--- src/rtl/sc_stream_decoder_pkg.sv ---
// Shared types and sizing helpers for the stochastic-computing stream decoder.
package sc_pkg;

    typedef enum logic [0:0] {
        IDLE  = 1'b0,
        COUNT = 1'b1
    } sc_dec_state_e;

    // One extra bit so a window of all ones reads back as exactly 2**len_log2.
    function automatic int sc_cnt_w(input int len_log2);
        return len_log2 + 32'sd1;
    endfunction

endpackage

--- src/rtl/sc_stream_decoder_if.sv ---
// Sample input, control and valid/ready result port of the stream decoder.
interface sc_stream_decoder_if #(
    parameter int NUM_STREAMS = 2,
    parameter int LEN_LOG2    = 8
);
    import sc_pkg::*;

    localparam int CW = sc_cnt_w(LEN_LOG2);

    logic                      start;
    logic                      in_valid;
    logic [NUM_STREAMS-1:0]    in_bits;
    logic                      busy;
    logic                      out_valid;
    logic                      out_ready;
    logic [NUM_STREAMS*CW-1:0] out_count;
    logic [CW-1:0]             out_both;
    logic                      overrun;

    modport master (
        output start, in_valid, in_bits, out_ready,
        input  busy, out_valid, out_count, out_both, overrun
    );

    modport slave (
        input  start, in_valid, in_bits, out_ready,
        output busy, out_valid, out_count, out_both, overrun
    );

endinterface

--- src/rtl/sc_stream_decoder_ones.sv ---
// Single ones accumulator; clear has priority over counting.
module sc_ones_counter
    import sc_pkg::*;
#(
    parameter int LEN_LOG2 = 8
) (
    input  logic                          clk,
    input  logic                          rst_n,
    input  logic                          i_clr,
    input  logic                          i_en,
    input  logic                          i_bit,
    output logic [sc_cnt_w(LEN_LOG2)-1:0] o_count
);

    localparam int CW = sc_cnt_w(LEN_LOG2);
    localparam logic [CW-1:0] ONE = {{(CW-1){1'b0}}, 1'b1};

    logic [CW-1:0] r_acc;

    // Accumulate one per enabled sample whose bit is set.
    always_ff @(posedge clk) begin
        if (!rst_n) begin
            r_acc <= {CW{1'b0}};
        end else if (i_clr) begin
            r_acc <= {CW{1'b0}};
        end else if (i_en && i_bit) begin
            r_acc <= r_acc + ONE;
        end else begin
            r_acc <= r_acc;
        end
    end

    assign o_count = r_acc;

endmodule

--- src/rtl/sc_stream_decoder.sv ---
// Converts unipolar bitstreams back to binary counts over fixed windows,
// with an overlap count of streams 0 and 1 and a valid/ready result port.
module sc_stream_decoder
    import sc_pkg::*;
#(
    parameter int NUM_STREAMS = 2,
    parameter int LEN_LOG2    = 8,
    parameter int CONTINUOUS  = 0
) (
    input  logic              clk,
    input  logic              rst_n,
    sc_stream_decoder_if.slave bus
);

    localparam int CW = sc_cnt_w(LEN_LOG2);
    localparam int NACC = NUM_STREAMS + 1;
    localparam logic [LEN_LOG2-1:0] LAST_SAMPLE = {LEN_LOG2{1'b1}};
    localparam logic [LEN_LOG2-1:0] SAMPLE_ONE  = {{(LEN_LOG2-1){1'b0}}, 1'b1};
    localparam bit CONT = (CONTINUOUS != 32'sd0);

    sc_dec_state_e             r_state;
    logic [LEN_LOG2-1:0]       r_sample;
    logic                      r_busy;
    logic                      r_out_valid;
    logic                      r_overrun;
    logic [NUM_STREAMS*CW-1:0] r_count;
    logic [CW-1:0]             r_both;

    logic [NACC-1:0]           w_bit;
    logic [CW-1:0]             w_acc [NACC];
    logic [NUM_STREAMS*CW-1:0] w_final_count;
    logic [CW-1:0]             w_final_both;
    logic                      w_sample_en;
    logic                      w_complete;
    logic                      w_clr;
    logic                      w_xfer;
    logic                      w_load;
    logic                      w_drop;

    assign w_bit[NUM_STREAMS-1:0] = bus.in_bits;
    assign w_bit[NUM_STREAMS]     = bus.in_bits[0] & bus.in_bits[1];

    // start pre-empts the sample on its own cycle, and with it any completion.
    assign w_sample_en = (r_state == COUNT) & bus.in_valid & ~bus.start;
    assign w_complete  = w_sample_en & (r_sample == LAST_SAMPLE);
    assign w_clr       = bus.start | w_complete;
    assign w_xfer      = r_out_valid & bus.out_ready;
    assign w_load      = w_complete & (~r_out_valid | bus.out_ready);
    assign w_drop      = w_complete & r_out_valid & ~bus.out_ready;

    for (genvar g = 0; g < NACC; g++) begin : g_acc
        sc_ones_counter #(
            .LEN_LOG2 (LEN_LOG2)
        ) u_cnt (
            .clk     (clk),
            .rst_n   (rst_n),
            .i_clr   (w_clr),
            .i_en    (w_sample_en),
            .i_bit   (w_bit[g]),
            .o_count (w_acc[g])
        );
    end

    // Final totals must include the completing sample, which the accumulators have not seen yet.
    always_comb begin
        w_final_count = {(NUM_STREAMS*CW){1'b0}};
        for (int i = 0; i < NUM_STREAMS; i++) begin
            w_final_count[i*CW +: CW] = w_acc[i] + {{(CW-1){1'b0}}, w_bit[i]};
        end
        w_final_both = w_acc[NUM_STREAMS] + {{(CW-1){1'b0}}, w_bit[NUM_STREAMS]};
    end

    // Window FSM with the sample counter and the registered busy flag.
    always_ff @(posedge clk) begin
        if (!rst_n) begin
            r_state  <= IDLE;
            r_busy   <= 1'b0;
            r_sample <= {LEN_LOG2{1'b0}};
        end else begin
            case (r_state)
                IDLE: begin
                    if (bus.start) begin
                        r_state  <= COUNT;
                        r_busy   <= 1'b1;
                        r_sample <= {LEN_LOG2{1'b0}};
                    end else begin
                        r_state  <= IDLE;
                        r_busy   <= 1'b0;
                        r_sample <= r_sample;
                    end
                end
                COUNT: begin
                    if (bus.start) begin
                        r_state  <= COUNT;
                        r_busy   <= 1'b1;
                        r_sample <= {LEN_LOG2{1'b0}};
                    end else if (w_complete) begin
                        r_state  <= CONT ? COUNT : IDLE;
                        r_busy   <= CONT;
                        r_sample <= {LEN_LOG2{1'b0}};
                    end else if (bus.in_valid) begin
                        r_state  <= COUNT;
                        r_busy   <= 1'b1;
                        r_sample <= r_sample + SAMPLE_ONE;
                    end else begin
                        r_state  <= COUNT;
                        r_busy   <= 1'b1;
                        r_sample <= r_sample;
                    end
                end
                default: begin
                    r_state  <= IDLE;
                    r_busy   <= 1'b0;
                    r_sample <= {LEN_LOG2{1'b0}};
                end
            endcase
        end
    end

    // Result registers, output handshake and the sticky drop flag.
    always_ff @(posedge clk) begin
        if (!rst_n) begin
            r_out_valid <= 1'b0;
            r_overrun   <= 1'b0;
            r_count     <= {(NUM_STREAMS*CW){1'b0}};
            r_both      <= {CW{1'b0}};
        end else begin
            if (w_load) begin
                r_out_valid <= 1'b1;
                r_count     <= w_final_count;
                r_both      <= w_final_both;
            end else if (w_xfer) begin
                r_out_valid <= 1'b0;
            end else begin
                r_out_valid <= r_out_valid;
            end
            if (w_drop) begin
                r_overrun <= 1'b1;
            end else begin
                r_overrun <= r_overrun;
            end
        end
    end

    assign bus.busy      = r_busy;
    assign bus.out_valid = r_out_valid;
    assign bus.overrun   = r_overrun;
    assign bus.out_count = r_count;
    assign bus.out_both  = r_both;

endmodule

--- src/flat_wrapper.sv ---
// flat-port wrapper written by rule: the top's interface ports become plain ports
module sc_stream_decoder_flat import sc_pkg::*;
#(
    parameter int NUM_STREAMS = 2,
    parameter int LEN_LOG2    = 8,
    parameter int CONTINUOUS  = 0
)
  (clk, rst_n, bus_start, bus_in_valid, bus_in_bits, bus_out_ready, bus_busy, bus_out_valid, bus_out_count, bus_out_both, bus_overrun);
  sc_stream_decoder_if #(.NUM_STREAMS(NUM_STREAMS), .LEN_LOG2(LEN_LOG2)) bus_i ();
  input  logic clk;
  input  logic rst_n;
  input wire logic [$bits(bus_i.start)-1:0] bus_start;
  input wire logic [$bits(bus_i.in_valid)-1:0] bus_in_valid;
  input wire logic [$bits(bus_i.in_bits)-1:0] bus_in_bits;
  input wire logic [$bits(bus_i.out_ready)-1:0] bus_out_ready;
  output wire logic [$bits(bus_i.busy)-1:0] bus_busy;
  output wire logic [$bits(bus_i.out_valid)-1:0] bus_out_valid;
  output wire logic [$bits(bus_i.out_count)-1:0] bus_out_count;
  output wire logic [$bits(bus_i.out_both)-1:0] bus_out_both;
  output wire logic [$bits(bus_i.overrun)-1:0] bus_overrun;
  assign bus_i.start = bus_start;
  assign bus_i.in_valid = bus_in_valid;
  assign bus_i.in_bits = bus_in_bits;
  assign bus_i.out_ready = bus_out_ready;
  assign bus_busy = bus_i.busy;
  assign bus_out_valid = bus_i.out_valid;
  assign bus_out_count = bus_i.out_count;
  assign bus_out_both = bus_i.out_both;
  assign bus_overrun = bus_i.overrun;
  sc_stream_decoder #(.NUM_STREAMS(NUM_STREAMS), .LEN_LOG2(LEN_LOG2), .CONTINUOUS(CONTINUOUS)) u_core (.clk(clk), .rst_n(rst_n), .bus(bus_i));
endmodule
--- config.mk ---
export PLATFORM = sky130hd
export DESIGN_NAME = sc_stream_decoder_flat
export DESIGN_NICKNAME = d
export VERILOG_FILES = /design/src/rtl/sc_stream_decoder_pkg.sv /design/src/rtl/sc_stream_decoder_if.sv /design/src/rtl/sc_stream_decoder_ones.sv /design/src/rtl/sc_stream_decoder.sv /design/src/flat_wrapper.sv
export SDC_FILE = /design/constraint.sdc
export NUM_CORES = 1
export LEC_CHECK = 0
export BUFFER_PORTS_ARGS = -buffer_cell sky130_fd_sc_hd__buf_2
export CAP_MARGIN = 20
export CORE_MARGIN = 4
export CORE_UTILIZATION = 40
export CTS_BUF_LIST = sky130_fd_sc_hd__clkbuf_8
export CTS_CLUSTER_SIZE = 14
export DETAILED_ROUTE_END_ITERATION = 10
export PLACE_DENSITY_LB_ADDON = 0.15
export SYNTH_ARGS = -nofsm -noshare
export SYNTH_HDL_FRONTEND = slang
export SYNTH_HIERARCHICAL = 1
export SYNTH_SLANG_ARGS = --single-unit
export TNS_END_PERCENT = 30
--- constraint.sdc ---
create_clock -name clk -period 2.5 [get_ports clk]
set_input_delay 0.5 -clock clk [delete_from_list [all_inputs] [get_ports clk]]
set_output_delay 0.5 -clock clk [all_outputs]
set_load 0.02 [all_outputs]
==> results of run 1 <==
==> Yosys cell counts (10+ instances only) <==
cell      instances  area, sq um
dfxtp_1          65         1300
a21oi_1          50          250
nand3_1          25          125
nand2_1          23         86.3
xnor2_1          20          175
nor2_1           19         71.3
o21ai_0          19         95.1
a211oi_1         16          120
inv_1            11         41.3
xor2_1           11         96.3
ha_1             10          125
nand4_1          10         62.6
==> tightest hold or removal path, delay by kind of cell (launching register included) <==
family	cells	cell delay, ps
AND/OR/NAND/NOR	1	70
flip-flops	1	330
AO/OA/AOI/OAI	1	40
==> power breakdown <==
group | total, W | switching, W | internal [W] | leakage, nW
logic | 0.0000631 | 0.0000450 | 0.0000180 | 0.632
clock network | 0.000768 | 0.000397 | 0.000371 | 0.0929
registers | 0.00104 | 0.00000236 | 0.00104 | 0.524
==> metrics by stage <==
stage	std cells	utilization (%)	total power (W)	hold slack, ps
floorplan	361	-	0.00110	466
global placement	494	45.0	0.00113	464
detailed placement	494	45.0	0.00113	464
CTS	509	47.1	0.00189	485
global route	509	47.1	0.00194	510
finish	509	47.1	0.00187	477
==> path summary, 6_finish.rpt <==
path | startpoint | to | slack [ps] | cells after the start
min | u_core/bus.overrun | u_core/bus.overrun | 480 | 2
min reg2reg | u_core/bus.overrun | u_core/bus.overrun | 480 | 2
max | u_core/r_sample[0] | u_core/bus.out_count[11] | 440 | 6
max reg2reg | u_core/r_sample[0] | u_core/bus.out_count[11] | 440 | 6
==> per-layer routing <==
layer  vias up  part of all wire [%]  track usage (%)
li1       1420                     -                -
met1      1276                    50             20.5
met2        45                    45             25.6
met3         9                   3.7             3.16
met4         0                   1.3             5.43
met5         -                     0                0
==> kinds of logic (layout without fill, tap and decap cells) <==
kind of cell / count (synthesis) / count (layout) / share of synthesized area (%)
AO/OA/AOI/OAI: 107 / 107 / 21.2
XOR/XNOR: 31 / 31 / 8.49
adder cells (fa/ha/maj): 10 / 10 / 3.91
buffers and inverters: 23 / 69 / 3.87
flip-flops: 65 / 65 / 40.7
AND/OR/NAND/NOR: 125 / 125 / 21.9
==> placed cells by master (no fill, tap or decap), types with 2 or more instances in the layout <==
cell type	count
nor2b_1	4
and2_1	2
clkinv_2	4
nor3_1	5
o31ai_1	3
nand2b_1	8
a211oi_1	16
a21oi_1	50
xnor2_1	20
o21ai_0	19
ha_1	10
xor2_1	11
clkbuf_8	10
or3_2	7
or4_1	4
nand4_2	3
inv_1	12
or3_1	4
o311ai_0	6
o41ai_1	6
buf_4	6
nor2_1	19
buf_2	36
nand3_1	25
and3_1	5
nand2_1	23
dfxtp_1	65
a211oi_2	6
nand4_1	10
==> state kept, by name, summed over array words and instances, names as in the netlist <==
| name | cells |
|---|---|
| u_core/bus.out_valid | 1 |
| u_core/bus.out_count | 18 |
| u_core/r_sample | 8 |
| u_core/bus.overrun | 1 |
| u_core/g_acc.u_cnt/o_count | 27 |
| u_core/bus.busy | 1 |
| u_core/bus.out_both | 9 |
==> final cells by class <==
cell class              instances  area, sq um  area share, %
well taps                     102          128           3.49
multi-input cells             273         1780           48.7
clock inverters                 5         23.8          0.650
repair buffers                 43          245           6.70
clock buffers                  10          138           3.76
inverters                      11         41.3           1.13
flip-flops and latches         65         1300           35.6
==> impl_metrics.env, run 1 <==
export IMPL_ys_types=37
export IMPL_dr_pass1_iters=4
export IMPL_finalHoldViolCount=0
export IMPL_startpoint_type="flip-flop"
export IMPL_core_area_sq_mm=0.00777
export IMPL_pwr_density_cell_mw_per_mm2=511
export IMPL_drt_iter0_markers=110
export IMPL_cp_slowest_stage_delay_ps=450
export IMPL_drcViolationCount=0
export IMPL_min_path_type="flip-flop to flip-flop"
export IMPL_ys_ff_latch=65
export IMPL_gp_congestion=0.756
export IMPL_ir_worst_vdd_v=0.000263
export IMPL_cts_tree="done"
export IMPL_design_area_sq_mm=0.00366
export IMPL_synth_ff_type="dfxtp_1"
export IMPL_track_usage_pct=15.7
export IMPL_synthArstFlopShare_pct=0
export IMPL_place_ws_ps=360
export IMPL_leakagePower_nw=1.25
export IMPL_syn_inst=361
export IMPL_rsz0062_at_grt="false"
export IMPL_via_per_inst=5.40
export IMPL_min_period_over_period_pct=82.5
export IMPL_portBuffers=36
export IMPL_filler_cell_count=795
export IMPL_clkSinkCount=65
export IMPL_critPathBufInv=1
export IMPL_final_nets=420
export IMPL_post_drt_wl_per_cell_um=14.1
export IMPL_critPathKind="flip-flop to flip-flop"
export IMPL_fmax_ghz=0.485
export IMPL_grt_pass1_wl_mm=12.5
export IMPL_grt_pass1_vias=2681
export IMPL_start_util_pct=41.2
export IMPL_synth_edff_count=0
export IMPL_numCtsBuffers=9
export IMPL_post_cts_resized=0
export IMPL_arrival_ps=2260
export IMPL_num_vias=2750
export IMPL_cp_end_kind="flip-flop"
export IMPL_fin_worst_skew_ps=8.57
export IMPL_antenna_found_initial=0
export IMPL_dpl_instance_area_sq_mm=0.00350
export IMPL_finalSetupViolations=0
export IMPL_diodes=0
export IMPL_hold_buffers=0
export IMPL_synthToLayoutAreaGrowth_pct=14.4
export IMPL_fp_dieArea_sq_mm=0.00949
export IMPL_ant_nets=0
export IMPL_ys_seq_area_share_pct=40.7
export IMPL_syn_num_nets=378
export IMPL_finalSetupTns_ps=0
export IMPL_crit_fanout=21
export IMPL_grt_max_degree=30
export IMPL_setup_slack_ps=437
export IMPL_avgSynthCellArea_sq_um=8.86
export IMPL_boundaryPins=37
export IMPL_status="finished clean"
export IMPL_slew_violations=0
export IMPL_synth_area_sq_mm=0.00320
export IMPL_drive_gt1_share_pct=19.2
export IMPL_grt_ovfl_total=0
export IMPL_post_cts_setup_buffer_count=0
export IMPL_htreeDepth=3
export IMPL_yosys_warnings=6
export IMPL_cts_root_buf="clkbuf_8"
export IMPL_tightest_slew_ps=572
export IMPL_rows=32
export IMPL_crit_family="simple AND/OR/NAND/NOR gates"
export IMPL_crit_required_ps=2690
export IMPL_slew_headroom_pct=61.8
export IMPL_clock_latency_ps=340
export IMPL_die_h_um=97.4
export IMPL_clk_pin_slew_ps=70
export IMPL_path_cells="ha_1, nand3_1, or4_1, buf_4, nor2_8, a211oi_1"
export IMPL_maxCapViolations=0
export IMPL_period_needed_ps=2060
export IMPL_die_w_um=97.4
export IMPL_drt_wl_total_mm=7.18
export IMPL_critPathSlowestCell="or4_1"
export IMPL_cts_buffer_depth=2
export IMPL_dp_hpwl_mm=5.05
(Power assumes the default switching activity.)
==> run 2: changes to the inputs <==
--- a/config.mk
+++ b/config.mk
@@ -5,6 +5,7 @@
 export SDC_FILE = /design/constraint.sdc
 export NUM_CORES = 1
 export LEC_CHECK = 0
+export ABC_AREA = 1
 export BUFFER_PORTS_ARGS = -buffer_cell sky130_fd_sc_hd__buf_2
 export CAP_MARGIN = 20
 export CORE_MARGIN = 4
==> constraint.sdc (replaced) <==
create_clock -name clk -period 1.95 [get_ports clk]
set_input_delay 0.39 -clock clk [delete_from_list [all_inputs] [get_ports clk]]
set_output_delay 0.39 -clock clk [all_outputs]
set_load 0.02 [all_outputs]
==> impl_metrics.env, run 2 <==
export IMPL_synth_ff_type="dfxtp_1"
export IMPL_fp_dieArea_sq_mm=0.00981
export IMPL_portBuffers=36
export IMPL_clock_latency_ps=340
export IMPL_syn_num_nets=478
export IMPL_grt_pass1_wl_mm=12.5
export IMPL_min_to="u_core/r_sample[6]"
export IMPL_cts_buffer_depth=2
export IMPL_startpoint_type="flip-flop"
export IMPL_place_ws_ps=103
export IMPL_track_usage_pct=15.5
export IMPL_cts_root_buf="clkbuf_8"
export IMPL_finalSetupViolations=0
export IMPL_slew_violations=0
export IMPL_via_per_inst=4.79
export IMPL_slew_headroom_pct=74.7
export IMPL_avgSynthCellArea_sq_um=7.20
export IMPL_dr_pass1_iters=5
export IMPL_boundaryPins=37
export IMPL_grt_pass1_vias=2757
export IMPL_critPathKind="flip-flop to flip-flop"
export IMPL_utilization_pct=49.6
export IMPL_ir_worst_vdd_v=0.000429
export IMPL_crit_required_ps=2210
export IMPL_yosys_area_top_type="dfxtp_1"
export IMPL_setup_slack_ps=151
export IMPL_clkSinkCount=65
export IMPL_die_h_um=99.1
export IMPL_reg2reg_to="u_core/g_acc[0].u_cnt/o_count[4]"
export IMPL_fin_worst_skew_ps=8.31
export IMPL_whs_ps=394
export IMPL_hold_path_cell_count=4
export IMPL_grt_ovfl_total=0
export IMPL_cp_end_kind="flip-flop"
export IMPL_synth_most_common_cell="nor2_1"
export IMPL_synth_common_cells="nor2_1, nand2_1, dfxtp_1, inv_1, nand3_1"
export IMPL_drive_gt1_share_pct=19.1
export IMPL_synthToLayoutAreaGrowth_pct=17.8
export IMPL_arrival_ps=2060
export IMPL_largest_reg_flops=27
export IMPL_leakagePower_nw=1.58
export IMPL_antenna_found_initial=0
export IMPL_ys_seq_area_share_pct=39.2
export IMPL_synthArstFlopShare_pct=0
export IMPL_synth_edff_count=0
export IMPL_r2r_start="u_core/r_sample[0]"
export IMPL_power_w=0.00277
export IMPL_finalSetupTns_ps=0
export IMPL_cts_tree="done"
export IMPL_core_area_sq_mm=0.00789
export IMPL_htreeDepth=3
export IMPL_drcViolationCount=0
export IMPL_post_drt_wl_per_cell_um=11.8
export IMPL_status="finished clean"
export IMPL_drt_iter0_markers=104
export IMPL_rows=32
export IMPL_startpoint="u_core/r_sample[0]"
export IMPL_yosys_warnings=6
export IMPL_period_needed_ps=1800
export IMPL_min_from="bus_in_valid"
export IMPL_worst_r2r_path_depth=8
export IMPL_numCtsBuffers=9
export IMPL_diodes=0
export IMPL_synth_area_leaders="dfxtp_1, nor2_1, nand2_1"
export IMPL_grt_max_degree=28
export IMPL_drt_wl_total_mm=7.32
export IMPL_dp_hpwl_mm=5.46
export IMPL_syn_inst=461
export IMPL_ys_types=27
export IMPL_tightest_slew_ps=378
export IMPL_synth_area_sq_mm=0.00332
export IMPL_final_nets=530
export IMPL_maxCapViolations=0
export IMPL_final_common_cell="nor2_1"
export IMPL_reg2reg_slack_ps=150
export IMPL_finalHoldViolCount=0
export IMPL_hold_buffers=0
export IMPL_num_vias=2970
export IMPL_rsz0062_at_grt="true"
export IMPL_post_cts_setup_buffer_count=0
export IMPL_die_w_um=99.1
export IMPL_pwr_density_cell_mw_per_mm2=708
export IMPL_min_period_over_period_pct=92.3
export IMPL_layout_common_cells="nor2_1, nand2_1, dfxtp_1"
export IMPL_ant_nets=0
export IMPL_crit_fanout=9
export IMPL_ys_ff_latch=65
export IMPL_synth_top_cell_area_share_pct=39.2
export IMPL_fmax_ghz=0.556
export IMPL_gp_congestion=0.848
export IMPL_start_util_pct=42.1
export IMPL_min_path_type="primary input to flip-flop"
export IMPL_post_cts_resized=0
export IMPL_clk_pin_slew_ps=70
[run 2: changes by cell type after synthesis, moves of 11 or more]
cell,before,now
a211oi_1,16,0
xnor2_1,20,7
nand3_1,25,36
nand2_1,23,75
inv_1,11,47
nor2_1,19,78
o21ai_0,19,33
a21oi_1,50,34
[run 2: layout make-up]
type | count | area [sq um]
clock buffers | 11 | 151
clock inverters | 5 | 78.8
fillers | 793 | 3980
inverters | 47 | 176
multi-input cells | 341 | 1780
flip-flops and latches | 65 | 1300
well taps | 102 | 128
repair buffers | 49 | 290
[run 2: per-layer routing]
metal  vias up  part of all wire [%]  GRT usage, %
li1       1604                     -             -
met4         0                  0.92          5.15
met1      1301                    49          20.5
met2        58                    46          24.0
met5         -                     0             0
met3         7                   4.5          4.67
[run 2: how the worst max path moves through the flow]
stage                                       endpoint  slack (ps)  depth (start not counted)
CTS                 u_core/g_acc[2].u_cnt/o_count[3]         140                          8
global placement              u_core/bus.out_both[8]         150                         10
finish              u_core/g_acc[0].u_cnt/o_count[4]         150                          8
detailed placement            u_core/bus.out_both[8]         100                         10
global route        u_core/g_acc[0].u_cnt/o_count[3]         -40                          8
floorplan                     u_core/bus.out_both[8]         270                          9
[run 2: critical path: stages (launching register included)]
cell	delay [ps]
dfxtp_1	330
ha_1	230
nand2_1	90
nor2_1	90
nand3_4	180
nand2_1	180
nor2_2	340
inv_1	100
nor3_1	180
[run 2: kinds of logic after synthesis]
group / after synthesis / share of synthesized area [%]
xor gates and xnor gates: 15 / 3.96
DFF: 65 / 39.2
buffers and inverters: 55 / 7.02
adders and majority gates: 10 / 3.77
AOI/OAI and AO/OA: 81 / 13.4
and+or+nand+nor: 235 / 32.6
[run 2: power breakdown]
group	total, W	internal [W]	leakage, nW	switching [W]
sequential	0.00134	0.00133	0.524	0.00000548
clock	0.00131	0.000785	0.113	0.000529
combinational	0.000114	0.0000397	0.943	0.0000740
[run 2: per-stage QoR]
step                cells  cell area (sq um)
floorplan             461               3320
global placement      604               3680
detailed placement    604               3680
CTS                   620               3910
global route          620               3910
finish                620               3910
